===== src/rtl/pattern_tx_pkg.sv =====
// Shared definitions for the serial test-pattern transmitter.
//   state_t  : FSM state encoding (IDLE/SHIFT/GAP)
//   DEF_PAT  : default 3-bit pattern sent when pat_sel=0
package pattern_tx_pkg;

    typedef enum logic [1:0] {
        ST_IDLE  = 2'd0,
        ST_SHIFT = 2'd1,
        ST_GAP   = 2'd2
    } state_t;

    localparam logic [2:0] DEF_PAT = 3'b101;

endpackage


===== src/rtl/pattern_tx101_if.sv =====
// Control/stream bundle of the pattern transmitter.
//   start, abort, pat_sel, pat_in, rep : requests into the transmitter
//   data, data_valid, busy, done        : serial stream and status out
//   master : the block that drives requests and observes the stream
//   slave  : the transmitter itself
interface pattern_tx101_if #(
    parameter int PAT_W = 3,
    parameter int CNT_W = 8
);
    logic             start;
    logic             abort;
    logic             pat_sel;
    logic [PAT_W-1:0] pat_in;
    logic [CNT_W-1:0] rep;
    logic             data;
    logic             data_valid;
    logic             busy;
    logic             done;

    modport master (
        output start, abort, pat_sel, pat_in, rep,
        input  data, data_valid, busy, done
    );

    modport slave (
        input  start, abort, pat_sel, pat_in, rep,
        output data, data_valid, busy, done
    );
endinterface


===== src/rtl/piso_shift.sv =====
// Parallel-in serial-out shift register, MSB first, zero fill.
//   clk, rst : clock, asynchronous active-high clear
//   clr      : synchronous clear (highest priority)
//   load     : capture din
//   shift    : shift left one position, LSB filled with 0
//   din      : parallel data
//   msb      : current MSB (registered)
module piso_shift #(
    parameter int W = 3
) (
    input  logic         clk,
    input  logic         rst,
    input  logic         clr,
    input  logic         load,
    input  logic         shift,
    input  logic [W-1:0] din,
    output logic         msb
);
    logic [W-1:0] sr;

    // NOTE: sequential state uses non-blocking assignments so every register
    // samples pre-edge values, independent of statement order.
    always_ff @(posedge clk or posedge rst) begin
        if (rst) begin
            sr <= '0;
        end else if (clr) begin
            sr <= '0;
        end else if (load) begin
            sr <= din;
        end else if (shift) begin
            sr <= {sr[W-2:0], 1'b0};
        end
    end

    assign msb = sr[W-1];
endmodule


===== src/rtl/pattern_tx101.sv =====
// Serial test-pattern transmitter. Shifts a PAT_W-bit pattern out MSB first,
// rep times, with GAP idle cycles between repetitions.
//   clk, rst : clock, asynchronous active-high reset
//   bus      : pattern_tx101_if.slave (start/abort/pat_sel/pat_in/rep in,
//              data/data_valid/busy/done out; all outputs registered)
module pattern_tx101
    import pattern_tx_pkg::*;
#(
    parameter int               PAT_W = 3,
    parameter logic [PAT_W-1:0] PAT   = DEF_PAT,
    parameter int               CNT_W = 8,
    parameter int               GAP   = 0
) (
    input  logic             clk,
    input  logic             rst,
    pattern_tx101_if.slave   bus
);
    localparam int BW = $clog2(PAT_W);
    localparam int GW = (GAP > 0 && $clog2(GAP + 1) > 1) ? $clog2(GAP + 1) : 1;

    state_t           state;
    logic [BW-1:0]    bit_cnt;
    logic [CNT_W-1:0] rep_cnt;
    logic [GW-1:0]    gap_cnt;
    logic [PAT_W-1:0] pat_q;
    logic             valid_q;
    logic             busy_q;
    logic             done_q;

    logic [PAT_W-1:0] pat_start;
    logic [PAT_W-1:0] sr_din;
    logic             sr_load;
    logic             sr_shift;
    logic             sr_clr;
    logic             last_bit;
    logic             last_rep;

    assign pat_start = bus.pat_sel ? bus.pat_in : PAT;
    assign last_bit  = (bit_cnt == '0);
    assign last_rep  = (rep_cnt == CNT_W'(1));

    // Shift-register control. The final shift of a repetition empties the
    // register, so data reads 0 during GAP and IDLE without an extra clear.
    // NOTE: every always_comb output gets a default first so no path leaves
    // a signal unassigned, which would otherwise infer a latch.
    always_comb begin
        sr_load  = 1'b0;
        sr_shift = 1'b0;
        sr_clr   = 1'b0;
        sr_din   = pat_q;
        if (bus.abort) begin
            sr_clr = 1'b1;
        end else begin
            case (state)
                ST_IDLE: begin
                    if (bus.start && bus.rep != '0) begin
                        sr_load = 1'b1;
                        sr_din  = pat_start;
                    end
                end
                ST_SHIFT: begin
                    if (last_bit && !last_rep && GAP == 0) sr_load  = 1'b1;
                    else                                   sr_shift = 1'b1;
                end
                ST_GAP: begin
                    if (gap_cnt == '0) sr_load = 1'b1;
                end
                default: sr_clr = 1'b1;
            endcase
        end
    end

    // NOTE: only control registers are reset; the pattern holding register
    // is reset too here, but a wide datapath register would not need to be.
    always_ff @(posedge clk or posedge rst) begin
        if (rst) begin
            state   <= ST_IDLE;
            bit_cnt <= '0;
            rep_cnt <= '0;
            gap_cnt <= '0;
            pat_q   <= '0;
            valid_q <= 1'b0;
            busy_q  <= 1'b0;
            done_q  <= 1'b0;
        end else begin
            done_q <= 1'b0;
            if (bus.abort) begin
                state   <= ST_IDLE;
                bit_cnt <= '0;
                rep_cnt <= '0;
                gap_cnt <= '0;
                valid_q <= 1'b0;
                busy_q  <= 1'b0;
            end else begin
                case (state)
                    ST_IDLE: begin
                        if (bus.start) begin
                            if (bus.rep != '0) begin
                                state   <= ST_SHIFT;
                                pat_q   <= pat_start;
                                rep_cnt <= bus.rep;
                                bit_cnt <= BW'(PAT_W - 1);
                                valid_q <= 1'b1;
                                busy_q  <= 1'b1;
                            end else begin
                                done_q <= 1'b1;
                            end
                        end
                    end
                    ST_SHIFT: begin
                        if (!last_bit) begin
                            bit_cnt <= bit_cnt - 1'b1;
                        end else if (last_rep) begin
                            state   <= ST_IDLE;
                            rep_cnt <= '0;
                            valid_q <= 1'b0;
                            busy_q  <= 1'b0;
                            done_q  <= 1'b1;
                        end else begin
                            rep_cnt <= rep_cnt - 1'b1;
                            if (GAP == 0) begin
                                bit_cnt <= BW'(PAT_W - 1);
                            end else begin
                                state   <= ST_GAP;
                                gap_cnt <= GW'(GAP - 1);
                                valid_q <= 1'b0;
                            end
                        end
                    end
                    ST_GAP: begin
                        if (gap_cnt == '0) begin
                            state   <= ST_SHIFT;
                            bit_cnt <= BW'(PAT_W - 1);
                            valid_q <= 1'b1;
                        end else begin
                            gap_cnt <= gap_cnt - 1'b1;
                        end
                    end
                    default: begin
                        state   <= ST_IDLE;
                        valid_q <= 1'b0;
                        busy_q  <= 1'b0;
                    end
                endcase
            end
        end
    end

    piso_shift #(.W(PAT_W)) u_piso (
        .clk   (clk),
        .rst   (rst),
        .clr   (sr_clr),
        .load  (sr_load),
        .shift (sr_shift),
        .din   (sr_din),
        .msb   (bus.data)
    );

    assign bus.data_valid = valid_q;
    assign bus.busy       = busy_q;
    assign bus.done       = done_q;
endmodule


===== src/flat_wrapper.sv =====
// flat-port wrapper written by rule: the top's interface ports become plain ports
module pattern_tx101_flat import pattern_tx_pkg::*;
#(
    parameter int               PAT_W = 3,
    parameter logic [PAT_W-1:0] PAT   = DEF_PAT,
    parameter int               CNT_W = 8,
    parameter int               GAP   = 0
)
  (clk, rst, bus_start, bus_abort, bus_pat_sel, bus_pat_in, bus_rep, bus_data, bus_data_valid, bus_busy, bus_done);
  pattern_tx101_if #(.PAT_W(PAT_W), .CNT_W(CNT_W)) bus_i ();
  input  logic clk;
  input  logic rst;
  input wire logic [$bits(bus_i.start)-1:0] bus_start;
  input wire logic [$bits(bus_i.abort)-1:0] bus_abort;
  input wire logic [$bits(bus_i.pat_sel)-1:0] bus_pat_sel;
  input wire logic [$bits(bus_i.pat_in)-1:0] bus_pat_in;
  input wire logic [$bits(bus_i.rep)-1:0] bus_rep;
  output wire logic [$bits(bus_i.data)-1:0] bus_data;
  output wire logic [$bits(bus_i.data_valid)-1:0] bus_data_valid;
  output wire logic [$bits(bus_i.busy)-1:0] bus_busy;
  output wire logic [$bits(bus_i.done)-1:0] bus_done;
  assign bus_i.start = bus_start;
  assign bus_i.abort = bus_abort;
  assign bus_i.pat_sel = bus_pat_sel;
  assign bus_i.pat_in = bus_pat_in;
  assign bus_i.rep = bus_rep;
  assign bus_data = bus_i.data;
  assign bus_data_valid = bus_i.data_valid;
  assign bus_busy = bus_i.busy;
  assign bus_done = bus_i.done;
  pattern_tx101 #(.PAT_W(PAT_W), .PAT(PAT), .CNT_W(CNT_W), .GAP(GAP)) u_core (.clk(clk), .rst(rst), .bus(bus_i));
endmodule

===== config.mk =====
export PLATFORM = sky130hd
export DESIGN_NAME = pattern_tx101_flat
export DESIGN_NICKNAME = d
export VERILOG_FILES = /design/src/rtl/pattern_tx_pkg.sv /design/src/rtl/pattern_tx101_if.sv /design/src/rtl/piso_shift.sv /design/src/rtl/pattern_tx101.sv /design/src/flat_wrapper.sv
export SDC_FILE = /design/constraint.sdc
export NUM_CORES = 1
export LEC_CHECK = 0
export ABC_CLOCK_PERIOD_IN_PS = 2150
export CAP_MARGIN = 20
export CORE_ASPECT_RATIO = 0.8
export CORE_UTILIZATION = 35
export CTS_BUF_LIST = sky130_fd_sc_hd__clkbuf_2 sky130_fd_sc_hd__clkbuf_4 sky130_fd_sc_hd__clkbuf_8
export DETAILED_ROUTE_END_ITERATION = 10
export GPL_TIMING_DRIVEN = 0
export PLACE_DENSITY = 0.53
export RECOVER_POWER = 25
export SYNTH_ARGS = -nofsm -noshare
export SYNTH_HDL_FRONTEND = slang
export SYNTH_SLANG_ARGS = --single-unit

===== constraint.sdc =====
create_clock -name clk -period 2.15 [get_ports clk]
set_input_delay 0.3225 -clock clk [delete_from_list [all_inputs] [get_ports clk]]
set_output_delay 0.3225 -clock clk [all_outputs]
set_load 0.05 [all_outputs]

-- Yosys cells after proc, flatten, opt, wreduce, memory -nomap -nowiden
Cells that the tools add are included.
- bits in registers: 22
- bits of input ports: 16
- word-level logic and storage cells: 94
- add/sub/neg operators: 3
- eq/ne operators: 10
- mux-type cells: 55
- bitwise logic cells: 1
- reductions and logical operators: 16
- operator list (operator ; number):
    8-bit two-way mux ; 5
    1-bit two-way mux ; 24
    2-bit two-way mux ; 12
    3-bit two-way mux ; 7
    8-bit one-hot mux with 2 select lines ; 1
    5-bit AND reduction ; 3
    2-bit one-hot mux with 3 select lines ; 2
    3-bit by 2-bit inequality test with 1-bit output (second input constant) ; 3
    1-bit one-hot mux with 3 select lines ; 3
    8-bit by 1-bit == test with 1-bit output (second input constant) ; 1
    4-bit AND reduction ; 2
    8-bit nonzero test ; 1
    8-bit by 1-bit subtractor with 8-bit output (second input constant) ; 1
    3-bit inequality test (second input constant) ; 2
    3-bit nonzero test ; 2
    2-bit zero test ; 2
    4-bit inequality test (second input constant) ; 1
    4-bit nonzero test ; 1
    3-bit OR reduction ; 1
    2-bit by 1-bit == test with 1-bit output (second input constant) ; 1
    2-bit == test (second input constant) ; 1
    1-bit logical AND ; 2
    2-bit inequality test (second input constant) ; 1
    1-bit one-hot mux with 2 select lines ; 1
    5 further kinds ; 5

-- Longest topological paths before layout
Gate-level depths: netlist of the first run.
- word-level depth: 9
- mapped depth: 7
- depth with buffers taken out: 6

-- Modules after synthesis
From an unflattened synthesis of the first run, not the netlist that was laid out.
- cells, all modules: 133
- area total of the unflattened synthesis: 1257.5 µm²
- modules (own cells, without submodules) (module ; times used ; cells each ; area each (µm²) ; sequential area each (µm²)):
    pattern_tx101 ; 1 ; 119 ; 1104.8 ; 375.4
    piso_shift ; 1 ; 14 ; 152.6 ; 75.1

-- Worst setup path before layout of the first run
OpenSTA, ideal clock, no wires.
- kind: flip-flop to flip-flop
- from: register u_core.state[0]
- to: register u_core.u_piso.sr[1]
- setup time: 0.129 ns
- arrival time: 1.770 ns
- data required time: 2.021 ns
- setup slack: 0.251 ns
- cell stages (with the launch flop): 6
- buffers on the path: 1
- cells stage by stage: dfrtp_1 -> buf_2 -> or3b_1 -> a21o_1 -> a221oi_1 -> o31ai_1
- word-level cells in the longest chain between the ends: 5
- elaborated cells between the ends (all ways): 15
- ends and longest elaborated chain (item ; line ; source):
    start, declared ; pattern_tx101.sv:21 ; state_t state;
    start signal, assigned ; pattern_tx101.sv:77 ; state <= ST_IDLE;
    start signal, assigned ; pattern_tx101.sv:88 ; state <= ST_IDLE;
    start signal, assigned ; pattern_tx101.sv:99 ; state <= ST_SHIFT;
    2-bit == test (tied with other cells) ; pattern_tx101.sv:54 ; case (state)
    1-bit one-hot mux with 3 select lines (tied with other cells) ; pattern_tx101.sv:54 ;
    1-bit two-way mux (tied with other cells) ; pattern_tx101.sv:51 ; if (bus.abort) begin
    3-bit two-way mux / 1-bit two-way mux (equally long branches) ; piso_shift.sv:28, pattern_tx101.sv:51 ;
    3-bit two-way mux / 3-bit nonzero test (equally long branches) ; - ;
    end signal, assigned ; piso_shift.sv:29 ; sr <= din;
    end signal, assigned ; piso_shift.sv:31 ; sr <= {sr[W-2:0], 1'b0};
    end, declared ; piso_shift.sv:19 ; logic [W-1:0] sr;
Several ways; a longest one is shown, not always the timed one.
A chain may end at the register's enable or synchronous reset.

-- Worst setup path after layout of the first run
- from: input bus_rep[5]
- to: register u_core.rep_cnt[0]
- word-level cells in the longest chain between the ends: 3
- ends and longest elaborated chain (item ; line ; source):
    start, declared ; flat_wrapper.sv:17 ; input wire logic [$bits(bus_i.rep)-1:0] bus_rep;
    8-bit nonzero test ; pattern_tx101.sv:98 ; if (bus.rep != '0) begin
    3-bit by 2-bit inequality test with 1-bit output (no line) ; - ;
    4-bit AND reduction (no line) ; - ;
    end signal, assigned ; pattern_tx101.sv:101 ; rep_cnt <= bus.rep;
    end signal, assigned ; pattern_tx101.sv:120 ; rep_cnt <= rep_cnt - 1'b1;
    end, declared ; pattern_tx101.sv:23 ; logic [CNT_W-1:0] rep_cnt;
Every way passes these cells.

==> results of run 1 <==
==> logic make-up after synthesis <==
family,Yosys count,share of synthesized area (%)
adders and majority gates,4,4.22
buffers and inverters,14,5.49
DFF,18,38.0
muxes,3,2.53
AOI/OAI and AO/OA,48,29.8
and+or+nand+nor,36,20.0
==> synthesized netlist by cell type <==
cell type / count / area share (%)
and2_1: 2 / 1.1
a2bb2oi_1: 1 / 0.74
nor2b_1: 3 / 1.6
ha_1: 4 / 4.2
nor2_1: 4 / 1.3
or4_4: 1 / 0.95
o21bai_1: 1 / 0.63
nand3_1: 3 / 1.3
a21o_1: 3 / 1.9
nand4b_1: 1 / 0.74
a22oi_1: 7 / 4.4
dfrtp_1: 18 / 38
a32o_1: 1 / 0.84
nand4_1: 1 / 0.53
a21boi_1: 1 / 0.63
nor3b_1: 3 / 1.9
o211ai_2: 1 / 1.1
o21ai_0: 1 / 0.42
o22ai_1: 4 / 2.1
clkbuf_1: 1 / 0.32
mux2i_1: 3 / 2.5
o21ai_2: 1 / 0.74
buf_4: 3 / 1.9
o31a_1: 2 / 1.5
o2bb2ai_1: 4 / 3.0
a21bo_2: 1 / 0.84
a221oi_1: 2 / 1.5
or3_1: 1 / 0.53
a21oi_1: 5 / 2.1
o21ai_1: 5 / 2.1
a32oi_1: 2 / 1.5
nor3_1: 1 / 0.42
nor4_1: 1 / 0.53
or3b_1: 1 / 0.74
nand2_1: 8 / 2.5
o31ai_1: 3 / 1.9
nand2b_1: 3 / 1.6
nor4_4: 2 / 3.6
a211oi_1: 2 / 1.3
or3b_2: 1 / 0.74
o211ai_1: 1 / 0.63
buf_2: 1 / 0.42
inv_1: 9 / 2.9
==> final timing paths <==
| check | startpoint | to | slack (ns) | cells after the start |
|---|---|---|---|---|
| worst max-delay path | bus_rep[5] | u_core.rep_cnt[0] | 0.12 | 7 |
| worst min-delay path | u_core.pat_q[1] | u_core.pat_q[1] | 0.49 | 2 |
| worst max register to register | u_core.rep_cnt[0] | u_core.rep_cnt[5] | 0.25 | 5 |
| min in group asynchronous | rst | u_core.state[0] | 0.63 | 2 |
| max in group asynchronous | rst | u_core.pat_q[0] | 1.05 | 2 |
| worst min register to register | u_core.pat_q[1] | u_core.pat_q[1] | 0.49 | 2 |
==> stage by stage <==
step | hold WS, ns | area, um^2 | setup WS, ns | std cells | utilization [%]
after global placement | 0.471 | 1430 | -0.105 | 182 | 45.2
after detailed placement | 0.483 | 1430 | -0.0989 | 182 | 45.2
final | 0.492 | 1470 | 0.125 | 185 | 46.5
after CTS | 0.499 | 1470 | 0.134 | 185 | 46.5
after global routing | 0.519 | 1470 | 0.0160 | 185 | 46.5
after floorplan | 0.261 | 1180 | 0.251 | 123 | -
==> area by class of cell <==
| cell class | count | area share, % |
|---|---|---|
| tap | 40 | 3.41 |
| inverter | 9 | 2.30 |
| buffer | 5 | 2.13 |
| clock buffer | 3 | 2.82 |
| multi-input combinational | 91 | 45.6 |
| sequential | 18 | 30.7 |
| timing repair buffer | 19 | 13.0 |
==> sequential cells by signal, summed over array words and instances (netlist names) <==
name,cells
u_core.u_piso.sr,3
u_core.pat_q,3
u_core.state,1
u_core.bit_cnt,2
u_core.bus.done,1
u_core.rep_cnt,8
==> power by group through the flow <==
stage                     Sequential, W  Clock (W)  Combinational [W]
after floorplan                0.000598          0           0.000633
after global placement         0.000577          0           0.000894
after detailed placement       0.000582          0           0.000905
after CTS                      0.000576   0.000239           0.000910
after global routing           0.000596   0.000256            0.00101
final                          0.000577   0.000228           0.000909
==> critical path, delay by kind of cell <==
family                 cells  cell delay, ns
buffers and inverters      3            0.79
muxes                      1            0.23
AOI/OAI and AO/OA          1            0.18
and+or+nand+nor            2            0.66
==> layer usage <==
layer	share of wire, %	track usage (%)	vias up
met2	41	26.3	19
met1	54	28.3	498
li1	-	-	515
met3	4.3	5.08	2
met4	0.55	2.13	0
met5	0	0	-
==> qor.yml, run 1 <==
slowest_delay_ns: 0.52
clk_latency_ns: 0.25
num-fill-cells: 319
leakagePower_nw: 0.591
p_int_w: 0.000973
core_area_um2: 3150
irDropWorstVdd_mv: 0.474
wl_per_cell_um: 15.8
yosys_warnings: 0
port_buffers: 19
ant_nets: 0
viasPerCell: 5.59
seqPwrFrac_pct: 33.6
power_density_nw_per_um2: 1170
grt_use_total_pct: 18.6
grt_pass1_wl_mm: 4.84
cts_tree: "done"
slew_viol_final: 0
fmaxAchievable_mhz: 494
gp_congestion: 0.761
synth_cell_type_count: 43
die_area_um2: 3620
netlist_instances: 123
cts.sinks: 18
drtIter0Drc: 90
crit_fanout: 10
rows: 18
die_w_um: 67.1
p_sw_share_pct: 43.2
syn_area_per_cell_um2: 9.63
area_delta_synth_final_pct: 23.8
tightest_slew_ns: 0.773
cp_data_arrival_time_ns: 2.18
hold_viol_final: 0
cp-end-kind: "register"
holdCritPathClass: "register to register"
synth-seq-cells: 18
rsz0062_at_grt: "no"
io_pins: 20
finalSetupViolCount: 0
dp_hpwl_mm: 2.22
cp.required_ns: 2.31
cts_hold_buf: 0
tns_ns: 0
max_cap_viol_count: 0
cts_buffers: 3
critical_path_class: "input port to register"
grt_max_degree: 19
p_total_w: 0.00171
outcome: "completed"
grt_pass1_vias: 949
first_pass_iters: 4
worstPathCellList: "clkdlybuf4s50_1 -> nor4_4 -> a21o_1 -> buf_4 -> and2_1 -> buf_4 -> mux2i_1"
multiInputGateArea_um2: 669
cts_resized: 0
finClkSkew_ns: 0.00594
antenna_cells: 0
dieHeight_um: 54.0
clockBufferDepth: 2
seq_area_um2: 450
nNetsFinal: 167
via_count: 1034
drc: 0
cts_setup_buffers: 0
cts.clk_slew.worst_paths_ns: 0.06
min_period_ns: 2.03
ctsRootBufferMaster: "clkbuf_8"
cp_common_cell: "buf_4"
cts_max_level: 1
totalWireLength_mm: 2.93
antenna_found_initial: 0
power_frac_comb_pct: 53.1
most-common-layout-cells: "clkdlybuf4s50_1, dfrtp_1, inv_1"
drive_above_1_share_pct: 9.66
cp-start-kind: "input port"
grt-ovfl-total: 0
slew_headroom_pct: 48.4
critPathSlowestCell: "nor4_4"
syn_area_um2: 1180
fin_crit_sh_pct: 94.2
yosysSeqAreaShare_pct: 38.0
pwr-share-clk_pct: 13.3
syn-num-nets: 143
initial_core_util_pct: 37.6
switchingPower_w: 0.000741
Note: power is estimated with default switching activity, not from simulation.
==> run 2: changes to the inputs <==
--- a/config.mk
+++ b/config.mk
@@ -12,6 +12,7 @@
 export CTS_BUF_LIST = sky130_fd_sc_hd__clkbuf_2 sky130_fd_sc_hd__clkbuf_4 sky130_fd_sc_hd__clkbuf_8
 export DETAILED_ROUTE_END_ITERATION = 10
 export GPL_TIMING_DRIVEN = 0
+export HOLD_SLACK_MARGIN = 0.02
 export PLACE_DENSITY = 0.53
 export RECOVER_POWER = 25
 export SYNTH_ARGS = -nofsm -noshare
==> results of run 2 <==
The final DEF is identical to that of run 1; final timing and power are the same.
